==> config.mk <==
export PLATFORM = sky130hd
export DESIGN_NAME = carrier_loop_regs_mc
export DESIGN_NICKNAME = d
export VERILOG_FILES = /design/src/rtl/carrier_loop_regs_mc.sv
export SDC_FILE = /design/constraint.sdc
export NUM_CORES = 2
export LEC_CHECK = 0
export BUFFER_PORTS_ARGS = -buffer_cell sky130_fd_sc_hd__buf_2
export CAP_MARGIN = 20
export CORE_MARGIN = 1.5
export CORE_UTILIZATION = 35
export DETAILED_ROUTE_END_ITERATION = 10
export PLACE_DENSITY = 0.63
export SKIP_CTS_REPAIR_TIMING = 1
export SLEW_MARGIN = 20
export SYNTH_ARGS = -nofsm -noshare
export SYNTH_HDL_FRONTEND = slang
export SYNTH_SLANG_ARGS = --single-unit
==> constraint.sdc <==
create_clock -name busClk -period 2.56 [get_ports busClk]
set_input_delay 0.512 -clock busClk [delete_from_list [all_inputs] [get_ports busClk]]
set_output_delay 0.512 -clock busClk [all_outputs]
set_load 0.02 [all_outputs]
==> src/rtl/carrier_loop_regs_mc.sv <==
// Multi-channel carrier-loop register bank: per-channel loop controls, shadow/active
// double-buffered gain, limit, loop-data and lock-detector settings, sticky lock-lost status.
module carrier_loop_regs_mc #(
    parameter int unsigned NUM_CH  = 4,
    parameter int unsigned CH_BITS = 2,
    parameter int unsigned ADDR_W  = 13
) (
    input  logic                   busClk,
    input  logic                   nReset,
    input  logic                   cs,
    input  logic                   wr0,
    input  logic                   wr1,
    input  logic                   wr2,
    input  logic                   wr3,
    input  logic [ADDR_W-1:0]      addr,
    input  logic [31:0]            dataIn,
    output logic [31:0]            dataOut,
    input  logic [NUM_CH-1:0]      loopUpdate,
    input  logic [32*NUM_CH-1:0]   lagAccum,
    input  logic [NUM_CH-1:0]      lockStatus,
    output logic [NUM_CH-1:0]      invertError,
    output logic [NUM_CH-1:0]      zeroError,
    output logic [NUM_CH-1:0]      ctrl2,
    output logic [NUM_CH-1:0]      ctrl4,
    output logic [NUM_CH-1:0]      clearAccum,
    output logic [2*NUM_CH-1:0]    acqTrackControl,
    output logic [5*NUM_CH-1:0]    leadExp,
    output logic [5*NUM_CH-1:0]    lagExp,
    output logic [8*NUM_CH-1:0]    leadMan,
    output logic [8*NUM_CH-1:0]    lagMan,
    output logic [32*NUM_CH-1:0]   upperLimit,
    output logic [32*NUM_CH-1:0]   lowerLimit,
    output logic [32*NUM_CH-1:0]   loopData,
    output logic [16*NUM_CH-1:0]   lockCount,
    output logic [12*NUM_CH-1:0]   syncThreshold,
    output logic [NUM_CH-1:0]      lockLost
);

    localparam logic [2:0] REG_CONTROL    = 3'd0;
    localparam logic [2:0] REG_LEAD_LAG   = 3'd1;
    localparam logic [2:0] REG_ULIMIT     = 3'd2;
    localparam logic [2:0] REG_LLIMIT     = 3'd3;
    localparam logic [2:0] REG_LOOPDATA   = 3'd4;
    localparam logic [2:0] REG_LOCKDET    = 3'd5;
    localparam logic [2:0] REG_INTEGRATOR = 3'd6;
    localparam logic [2:0] REG_STATUS     = 3'd7;

    localparam logic [31:0] ULIMIT_RST = 32'h7FFF_FFFF;
    localparam logic [31:0] LLIMIT_RST = 32'h8000_0000;

    // Buffered loop settings; one copy as shadow, one as active.
    typedef struct packed {
        logic [7:0]  lead_man;
        logic [4:0]  lead_exp;
        logic [7:0]  lag_man;
        logic [4:0]  lag_exp;
        logic [31:0] upper;
        logic [31:0] lower;
        logic [31:0] loop_data;
        logic [15:0] lock_count;
        logic [11:0] sync_thr;
    } loop_cfg_t;

    localparam loop_cfg_t CFG_RST = '{
        lead_man:   8'h0,
        lead_exp:   5'h0,
        lag_man:    8'h0,
        lag_exp:    5'h0,
        upper:      ULIMIT_RST,
        lower:      LLIMIT_RST,
        loop_data:  32'h0,
        lock_count: 16'h0,
        sync_thr:   12'h0
    };

    function automatic logic [31:0] lane_merge(input logic [31:0] old_v,
                                               input logic [31:0] new_v,
                                               input logic [3:0]  we);
        logic [31:0] res;
        res = old_v;
        for (int b = 0; b < 4; b++) begin
            if (we[b]) res[8*b +: 8] = new_v[8*b +: 8];
        end
        return res;
    endfunction

    logic [3:0]         lane_we_c;
    logic [CH_BITS-1:0] ch_sel_c;
    logic [2:0]         reg_sel_c;
    logic               ch_ok_c;
    logic [31:0]        rd_word_c [NUM_CH];
    logic               addr_unused;

    assign lane_we_c   = {wr3, wr2, wr1, wr0} & {4{cs}};
    assign ch_sel_c    = addr[CH_BITS+2:3];
    assign reg_sel_c   = addr[2:0];
    assign ch_ok_c     = 32'(ch_sel_c) < NUM_CH;
    assign addr_unused = ^addr[ADDR_W-1:CH_BITS+3];

    for (genvar c = 0; c < NUM_CH; c++) begin : g_ch
        loop_cfg_t   shadow_q;
        loop_cfg_t   shadow_d;
        loop_cfg_t   active_q;
        logic        pending_q;
        logic        lost_q;
        logic        lock_q;
        logic        lock_d1_q;
        logic        clear_q;
        logic        zero_q;
        logic        inv_q;
        logic        ctrl2_q;
        logic        ctrl4_q;
        logic [1:0]  acq_q;
        logic        sel_c;
        logic        cfg_wr_c;
        logic        commit_c;
        logic        clear_c;
        logic        w1c_c;
        logic        copy_c;
        logic [31:0] rd_c;

        assign sel_c    = ch_ok_c && (32'(ch_sel_c) == 32'(c)) && (|lane_we_c);
        assign cfg_wr_c = sel_c && (reg_sel_c >= REG_LEAD_LAG) && (reg_sel_c <= REG_LOCKDET);
        assign commit_c = sel_c && (reg_sel_c == REG_CONTROL) && lane_we_c[2] && dataIn[16];
        assign clear_c  = sel_c && (reg_sel_c == REG_CONTROL) && lane_we_c[0] && dataIn[3];
        assign w1c_c    = sel_c && (reg_sel_c == REG_STATUS) && lane_we_c[0] && dataIn[0];
        // Active always takes the pre-write shadow, so a concurrent write stays pending.
        assign copy_c   = commit_c || (loopUpdate[c] && pending_q);

        always_comb begin
            shadow_d = shadow_q;
            if (sel_c) begin
                case (reg_sel_c)
                    REG_LEAD_LAG: begin
                        if (lane_we_c[0]) shadow_d.lag_exp  = dataIn[4:0];
                        if (lane_we_c[1]) shadow_d.lag_man  = dataIn[15:8];
                        if (lane_we_c[2]) shadow_d.lead_exp = dataIn[20:16];
                        if (lane_we_c[3]) shadow_d.lead_man = dataIn[31:24];
                    end
                    REG_ULIMIT:   shadow_d.upper     = lane_merge(shadow_q.upper, dataIn, lane_we_c);
                    REG_LLIMIT:   shadow_d.lower     = lane_merge(shadow_q.lower, dataIn, lane_we_c);
                    REG_LOOPDATA: shadow_d.loop_data = lane_merge(shadow_q.loop_data, dataIn, lane_we_c);
                    REG_LOCKDET: begin
                        if (lane_we_c[0]) shadow_d.lock_count[7:0]  = dataIn[7:0];
                        if (lane_we_c[1]) shadow_d.lock_count[15:8] = dataIn[15:8];
                        if (lane_we_c[2]) shadow_d.sync_thr[7:0]    = dataIn[23:16];
                        if (lane_we_c[3]) shadow_d.sync_thr[11:8]   = dataIn[27:24];
                    end
                    default: ;
                endcase
            end
        end

        always_ff @(posedge busClk) begin
            if (!nReset) begin
                shadow_q  <= CFG_RST;
                active_q  <= CFG_RST;
                pending_q <= 1'b0;
                lost_q    <= 1'b0;
                lock_q    <= 1'b0;
                lock_d1_q <= 1'b0;
                clear_q   <= 1'b0;
                zero_q    <= 1'b0;
                inv_q     <= 1'b0;
                ctrl2_q   <= 1'b0;
                ctrl4_q   <= 1'b0;
                acq_q     <= 2'b00;
            end else begin
                shadow_q <= shadow_d;
                if (copy_c) active_q <= shadow_q;
                if (cfg_wr_c) pending_q <= 1'b1;
                else if (copy_c) pending_q <= 1'b0;
                clear_q <= clear_c;
                if (sel_c && (reg_sel_c == REG_CONTROL) && lane_we_c[0]) begin
                    zero_q  <= dataIn[0];
                    inv_q   <= dataIn[1];
                    ctrl2_q <= dataIn[2];
                    ctrl4_q <= dataIn[4];
                end
                if (sel_c && (reg_sel_c == REG_CONTROL) && lane_we_c[1]) acq_q <= dataIn[9:8];
                lock_q    <= lockStatus[c];
                lock_d1_q <= lock_q;
                // A fresh loss of lock beats a simultaneous clear.
                if (lock_d1_q && !lock_q) lost_q <= 1'b1;
                else if (w1c_c) lost_q <= 1'b0;
            end
        end

        always_comb begin
            rd_c = 32'h0;
            case (reg_sel_c)
                REG_CONTROL:    rd_c = {lockStatus[c], 21'h0, acq_q, 3'b000, ctrl4_q, 1'b0,
                                        ctrl2_q, inv_q, zero_q};
                REG_LEAD_LAG:   rd_c = {shadow_q.lead_man, 3'b000, shadow_q.lead_exp,
                                        shadow_q.lag_man, 3'b000, shadow_q.lag_exp};
                REG_ULIMIT:     rd_c = shadow_q.upper;
                REG_LLIMIT:     rd_c = shadow_q.lower;
                REG_LOOPDATA:   rd_c = shadow_q.loop_data;
                REG_LOCKDET:    rd_c = {4'h0, shadow_q.sync_thr, shadow_q.lock_count};
                REG_INTEGRATOR: rd_c = lagAccum[32*c +: 32];
                REG_STATUS:     rd_c = {30'h0, pending_q, lost_q};
                default:        rd_c = 32'h0;
            endcase
        end

        assign rd_word_c[c] = rd_c;

        assign zeroError[c]               = zero_q;
        assign invertError[c]             = inv_q;
        assign ctrl2[c]                   = ctrl2_q;
        assign ctrl4[c]                   = ctrl4_q;
        assign clearAccum[c]              = clear_q;
        assign acqTrackControl[2*c +: 2]  = acq_q;
        assign leadMan[8*c +: 8]          = active_q.lead_man;
        assign leadExp[5*c +: 5]          = active_q.lead_exp;
        assign lagMan[8*c +: 8]           = active_q.lag_man;
        assign lagExp[5*c +: 5]           = active_q.lag_exp;
        assign upperLimit[32*c +: 32]     = active_q.upper;
        assign lowerLimit[32*c +: 32]     = active_q.lower;
        assign loopData[32*c +: 32]       = active_q.loop_data;
        assign lockCount[16*c +: 16]      = active_q.lock_count;
        assign syncThreshold[12*c +: 12]  = active_q.sync_thr;
        assign lockLost[c]                = lost_q;
    end

    // Read mux: zero when deselected or addressing an unmapped channel.
    always_comb begin
        dataOut = 32'h0;
        if (cs && ch_ok_c) begin
            for (int i = 0; i < NUM_CH; i++) begin
                if (32'(ch_sel_c) == 32'(i)) dataOut = rd_word_c[i];
            end
        end
    end

endmodule
Yosys cells after proc, flatten, opt, wreduce, memory -nomap -nowiden

Cells that the tools add are included.

Memory bits (read-only): 0
Memory bits (writable): 0
Register bits after elaboration: 1244
Bits in latches: 0
Memories: 0
Word-level logic and storage cells: 349

Bitwise gates (word level): 1
Divide/modulo/power cells: 0
Equality and inequality tests: 10
$add $sub $neg: 0
Multiplexer cells: 25
Order comparisons: 2
Reductions and logical operators: 155
Multiply operators: 0
Shifts and indexed selects: 0

Operators by type and width:

| kind               | number |
|---|---|
| $pmux 32 s8        | 4 |
| $reduce_and 3->1   | 80 |
| $mux 32            | 5 |
| $logic_and 1x1->1  | 56 |
| $mux 1             | 16 |
| $reduce_bool 2->1  | 8 |
| $eq 3x3->1 const B | 4 |
| $eq 3x2->1 const B | 2 |
| $and 4x4->4        | 1 |
| $eq 2x2->1 const B | 2 |
| $logic_not 1->1    | 4 |
| $logic_or 1x1->1   | 4 |
| $reduce_or 4->1    | 1 |
| $eq 3x1->1 const B | 1 |
| $ge 3x1->1 const B | 1 |
| $le 3x3->1 const B | 1 |
| $logic_not 3->1    | 1 |
| $eq 2x1->1 const B | 1 |
| $logic_not 2->1    | 1 |

Logic depth before layout (Yosys ltp)

Depth after elaboration: 9
Depth in mapped cells: 10
Mapped depth without buffers: 5

Worst setup path before layout

OpenSTA, ideal clock, no wires.

Path type: input port to output port
Start point: in addr[1]
End point: out dataOut[2]
Path slack: -611 ps
Path buffers: 5
Arrival: 2659 ps
Stages on the path: 8
Cells stage by stage: buf_4 > buf_4 > buf_2 > buf_2 > buf_2 > o21ai_0 > o311ai_0 > a2111oi_0

Cells in the longest elaborated chain, start to end: 7

Ends and longest elaborated chain:

| what                               | RTL line | text |
|---|---|---|
| from (decl)                        | 15       | `input logic [ADDR_W-1:0] addr,` |
| $eq 3x3->1 (tied with other cells) | 191      | `case (reg_sel_c)` |
| $pmux 32 s8                        | 191      |  |
| $mux 32 (3 in series)              | 231      | `if (32'(ch_sel_c) == 32'(i)) dataOut = rd_word_c[i];` |
| $mux 32 (*)                        | 231      |  |
| $mux 32 (*)                        | 229      | `if (cs && ch_ok_c) begin` |
| to (decl)                          | 17       | `output logic [31:0] dataOut,` |

Every way passes the cells marked *; elsewhere a longest branch is shown, timed or not.

Worst setup path after layout

Start point: reg g_ch[0].shadow_q[55] (netlist name)
End point: out dataOut[27]

Cells in the longest elaborated chain, start to end: 6

Ends and longest elaborated chain:

| what                   | RTL line | text |
|---|---|---|
| from (decl)            | 101      | `loop_cfg_t shadow_q;` |
| from (signal assigned) | 169      | `shadow_q <= shadow_d;` |
| $pmux 32 s8            | 191      |  |
| $mux 32 (4 in series)  | 231      |  |
| $mux 32                | 229      |  |

Every way passes these cells.

==> results.md <==
- The flow ran to the end, but the final reports show violations.
- The final reports fail on hold timing, setup timing.
- The kind of capture point of the worst setup path is an output pin.
- Dividing the detail-routed wire length by the instance count gives 30.5 um.
- Counting every instance in the synthesized netlist gives 6503.
- The number of top-level design ports is 852.
- The critical setup path kind is reg -> out.
- The placed instance area is 0.0640 mm^2.
- The static leakage is 28.4 nW.
- The average instance in the mapped netlist occupies 8.13 um^2.
- Clock-pin slew was measured on the worst setup and hold paths at 0.07 ns.
- Synthesis instantiated 69 different standard cells from the library.
- The fraction of final layout cells sized beyond drive strength 1 is 30.9%.
- Global routing used 37.0% of the available tracks across all layers.
- For this run the aggregate overflow at the end of global routing stands at 0.
- Clock tree synthesis inserted a total of 140 buffers.
- Buffers placed on the I/O ports in this run total 843.
- Of all nets on the critical path, the largest fanout is 4.
- The worst setup path is launched from a flip-flop.
- The routed layout has 56300 vias.
- The data required time at the worst endpoint is 2.05 ns.
- Data on the critical path arrives at its endpoint at 2.77 ns.
- Max-cap violations in this run came to 0.
- The congestion estimate from routability-driven global placement came to 1.05.
- TritonCTS built the clock tree.
- The final critical path takes up 128% of the cycle.
- When the netlist entered floorplanning its net count stood at 6691.
- CTS placed an instance of clkbuf_16 at the clock tree root.
- The first TritonRoute pass finished after 9 iterations.
- The final hold violation count came to 2.
- The count of standard-cell rows is 142.
- The signal on the critical path passes through mux2_2, a221o_1, a22oi_2, buf_4, a31oi_4, buf_6.
- The worst path in the final design needs a cycle of 3.28 ns, including I/O delays and setup.
- The worst hold margin is -0.00581 ns.
- The peak supply drop is 0.631 mV.
- The share of the yosys chip area belonging to registers is 47.1%.
- The synthesis-to-layout area growth is 36.2%.
- The longest individual stage delay on the worst path is 0.38 ns.
- The core outline area is 0.150 mm^2.
- The final net count is 7827.
- The startpoint of the worst hold path is dataIn[27].
- The first-pass GRT wire length is 400000 um.
- For hold timing, the worst endpoint is g_ch[1].shadow_q[119]$_SDFFE_PN1P_.
- The transition at the pin with the smallest max-transition slack is 1.10 ns.
- The library cells used most frequently in the layout, excluding fill and tap cells, are 2023 x nand2_1, 1047 x dfxtp_1, 879 x a21boi_0.
- Cells fill 48.0% of the core in the end.
- The leading cell type in the layout, fill and taps excluded is nand2_1.
- In this run the cell area of the synthesized design comes to 0.0529 mm^2.
- Summed over all instances, the cell type with the most area after synthesis is dfxtp_1.
- The kind of path behind the tightest hold check is in -> reg.
- The headroom to the max-slew limit is 26.5%.
- The via count of the first global-routing pass was 50700.
- The number of max-slew violations in the final report is 0.
- The highest clock frequency the design can meet is 305 MHz.
- After synthesis the netlist holds a flip-flop and latch count of 1244.
- The width of the die is 392 um.
- The worst setup slack after layout is -0.720 ns.
- The count of final setup violators is 32.
- The slowest cell on the critical path is dfxtp_4.
- The HPWL after detailed placement is 229000 um.
- Setup repair after global routing could not meet its margin everywhere.
- The initial core utilization is 35.3%.
- The power density over the cells is 632 mW/mm^2.
- In this run the biggest area consumer among cell types represents 47.1% of the synthesized area.
- Ranked by total cell area, the synthesized netlist is headed by dfxtp_1 47%, nand2_1 14%, a21boi_0 12%, o21ai_0 4.3%, nand3_1 3.7%.
- The total number of clock tree sinks is 1244.
- The initial antenna violation count was 69.
- The H-tree was split into 4 levels.
- Between clock sinks in the finished design, the worst skew comes to 0.0316 ns.
- The synthesized design contains 0 enable-type register cells.
- Using the TritonRoute via totals, the vias-per-cell ratio works out to 5.75.
- The count of warnings emitted by yosys is 0.
- Measured in cells, the most critical reg-to-reg path has a length of 6.
- For this run, asynchronously set or reset flops after synthesis account for 0%.
- The count of nets left with antenna violations once routing finished came out at 0.
- The remaining routing DRC violations is 0.
- The die footprint is 0.153 mm^2.
- Among all flip-flop cells after synthesis, the most frequent one is dfxtp_1.
- The maximum number of pins on one net before global-route repair is 142.
- The worst register-to-register path ends at loopData[17]$_SDFFE_PN0P_.
- The worst register-to-register path has a setup slack of 0.99 ns.
- The count of routing violations after the opening detailed-route iteration is 7340.
- The die extent in y is 392 um.
- The worst-skew pair later-pin latency is 0.83 ns.
- The final instance area is 0.0720 mm^2.
- The routed design has 298000 um of wire.
- The buffer levels on the longest clock path is 3.
- The reg-to-reg startpoint is g_ch[0].pending_q$_SDFFE_PN0P_.
- Along the worst hold path, the cell count comes to 3.
==> area by class of cell <==
cell class              instances  area (um^2)
well taps                    2016         2520
repair buffers               1613        12100
inverters                       8         33.8
diodes                         24         60.1
multi-input cells            4632        27200
flip-flops and latches       1244        25300
clock buffers                 201         4070
clock inverters                46          754
fillers                     14600        77900
==> synth_stat cells, drive strengths merged, types with 13 or more instances <==
| cell | count |
|---|---|
| nor2 | 122 |
| nand2 | 2031 |
| and2 | 13 |
| a221oi | 112 |
| a21boi | 966 |
| buf | 221 |
| a221o | 15 |
| nand3 | 395 |
| nor2b | 24 |
| o221ai | 16 |
| or2 | 14 |
| a22oi | 61 |
| mux2i | 94 |
| o2bb2ai | 20 |
| clkbuf | 398 |
| a211oi | 14 |
| o211ai | 14 |
| dfxtp | 1244 |
| mux2 | 86 |
| a21oi | 56 |
| a22o | 15 |
| o22ai | 19 |
| o21ai | 453 |
==> flip-flops by register name, indices dropped and copies added, names as in the netlist, 8 cells and up <==
register / flops
loopData: 128
leadExp: 20
g_ch.shadow_q: 600
lagMan: 32
lowerLimit: 128
upperLimit: 128
lagExp: 20
lockCount: 64
leadMan: 32
g_ch.acq_q: 8
syncThreshold: 48
==> stage by stage <==
stage | TNS, ns | hold slack (ns) | std cells | total power [mW] | worst slack (ns)
floorplan | -0.143 | 0.430 | 6503 | 21.8 | -0.0623
detailed placement | -208.57 | 0.441 | 9456 | 24.1 | -1.30
finish | -15.35 | -0.00581 | 9784 | 45.6 | -0.720
global placement | -197.16 | 0.439 | 9456 | 24.1 | -1.29
CTS | -28.90 | -0.0569 | 9703 | 45.1 | -1.44
global route | -15.45 | 0.000345 | 9779 | 46.5 | -0.690
==> cell families (layout without fill, tap and decap cells) <==
family	count (synthesis)	in the layout	synth area share [%]
other cells	0	24	0
mux	184	184	3.78
buf+inv	627	1868	5.14
flops	1244	1244	47.1
simple gates	2649	2649	20.3
compound gates	1799	1799	23.7
==> metal layers <==
metal	routed length (um)	track usage [%]	share of wire, %	vias to the layer above
li1	-	-	-	24500
met1	119000	49.8	40	27400
met2	123000	53.1	41	3589
met3	38000	11.2	13	719
met4	18100	19.0	6.1	62
met5	411	0	0.14	-
==> power breakdown <==
group | internal [mW] | leakage [nW] | switching (mW)
Sequential | 19.4 | 10.1 | 0.135
Combinational | 1.75 | 15.9 | 3.01
Clock | 12.3 | 2.35 | 8.93
==> worst max path at each step <==
stage / start / endpoint / slack (ns) / depth (start not counted)
2_1_floorplan: addr[1] / dataOut[2] / -0.06 / 8
6_report: g_ch[0].shadow_q[55]$_SDFFE_PN0P_ / dataOut[27] / -0.72 / 6
4_1_cts: g_ch[1].shadow_q[106]$_SDFFE_PN1P_ / dataOut[14] / -1.44 / 8
5_1_grt: g_ch[0].shadow_q[57]$_SDFFE_PN0P_ / dataOut[29] / -0.69 / 8
3_5_place_dp: addr[1] / dataOut[29] / -1.30 / 10
3_3_place_gp: addr[1] / dataOut[29] / -1.29 / 10
==> worst max-delay path, delay by kind of cell, from the launching register on <==
kind	cells	cell delay (ns)
AO/OA/AOI/OAI	3	0.86
buffers and inverters	2	0.41
multiplexers	1	0.27
flip-flops	1	0.38
Power figures use the tool's default switching activity.
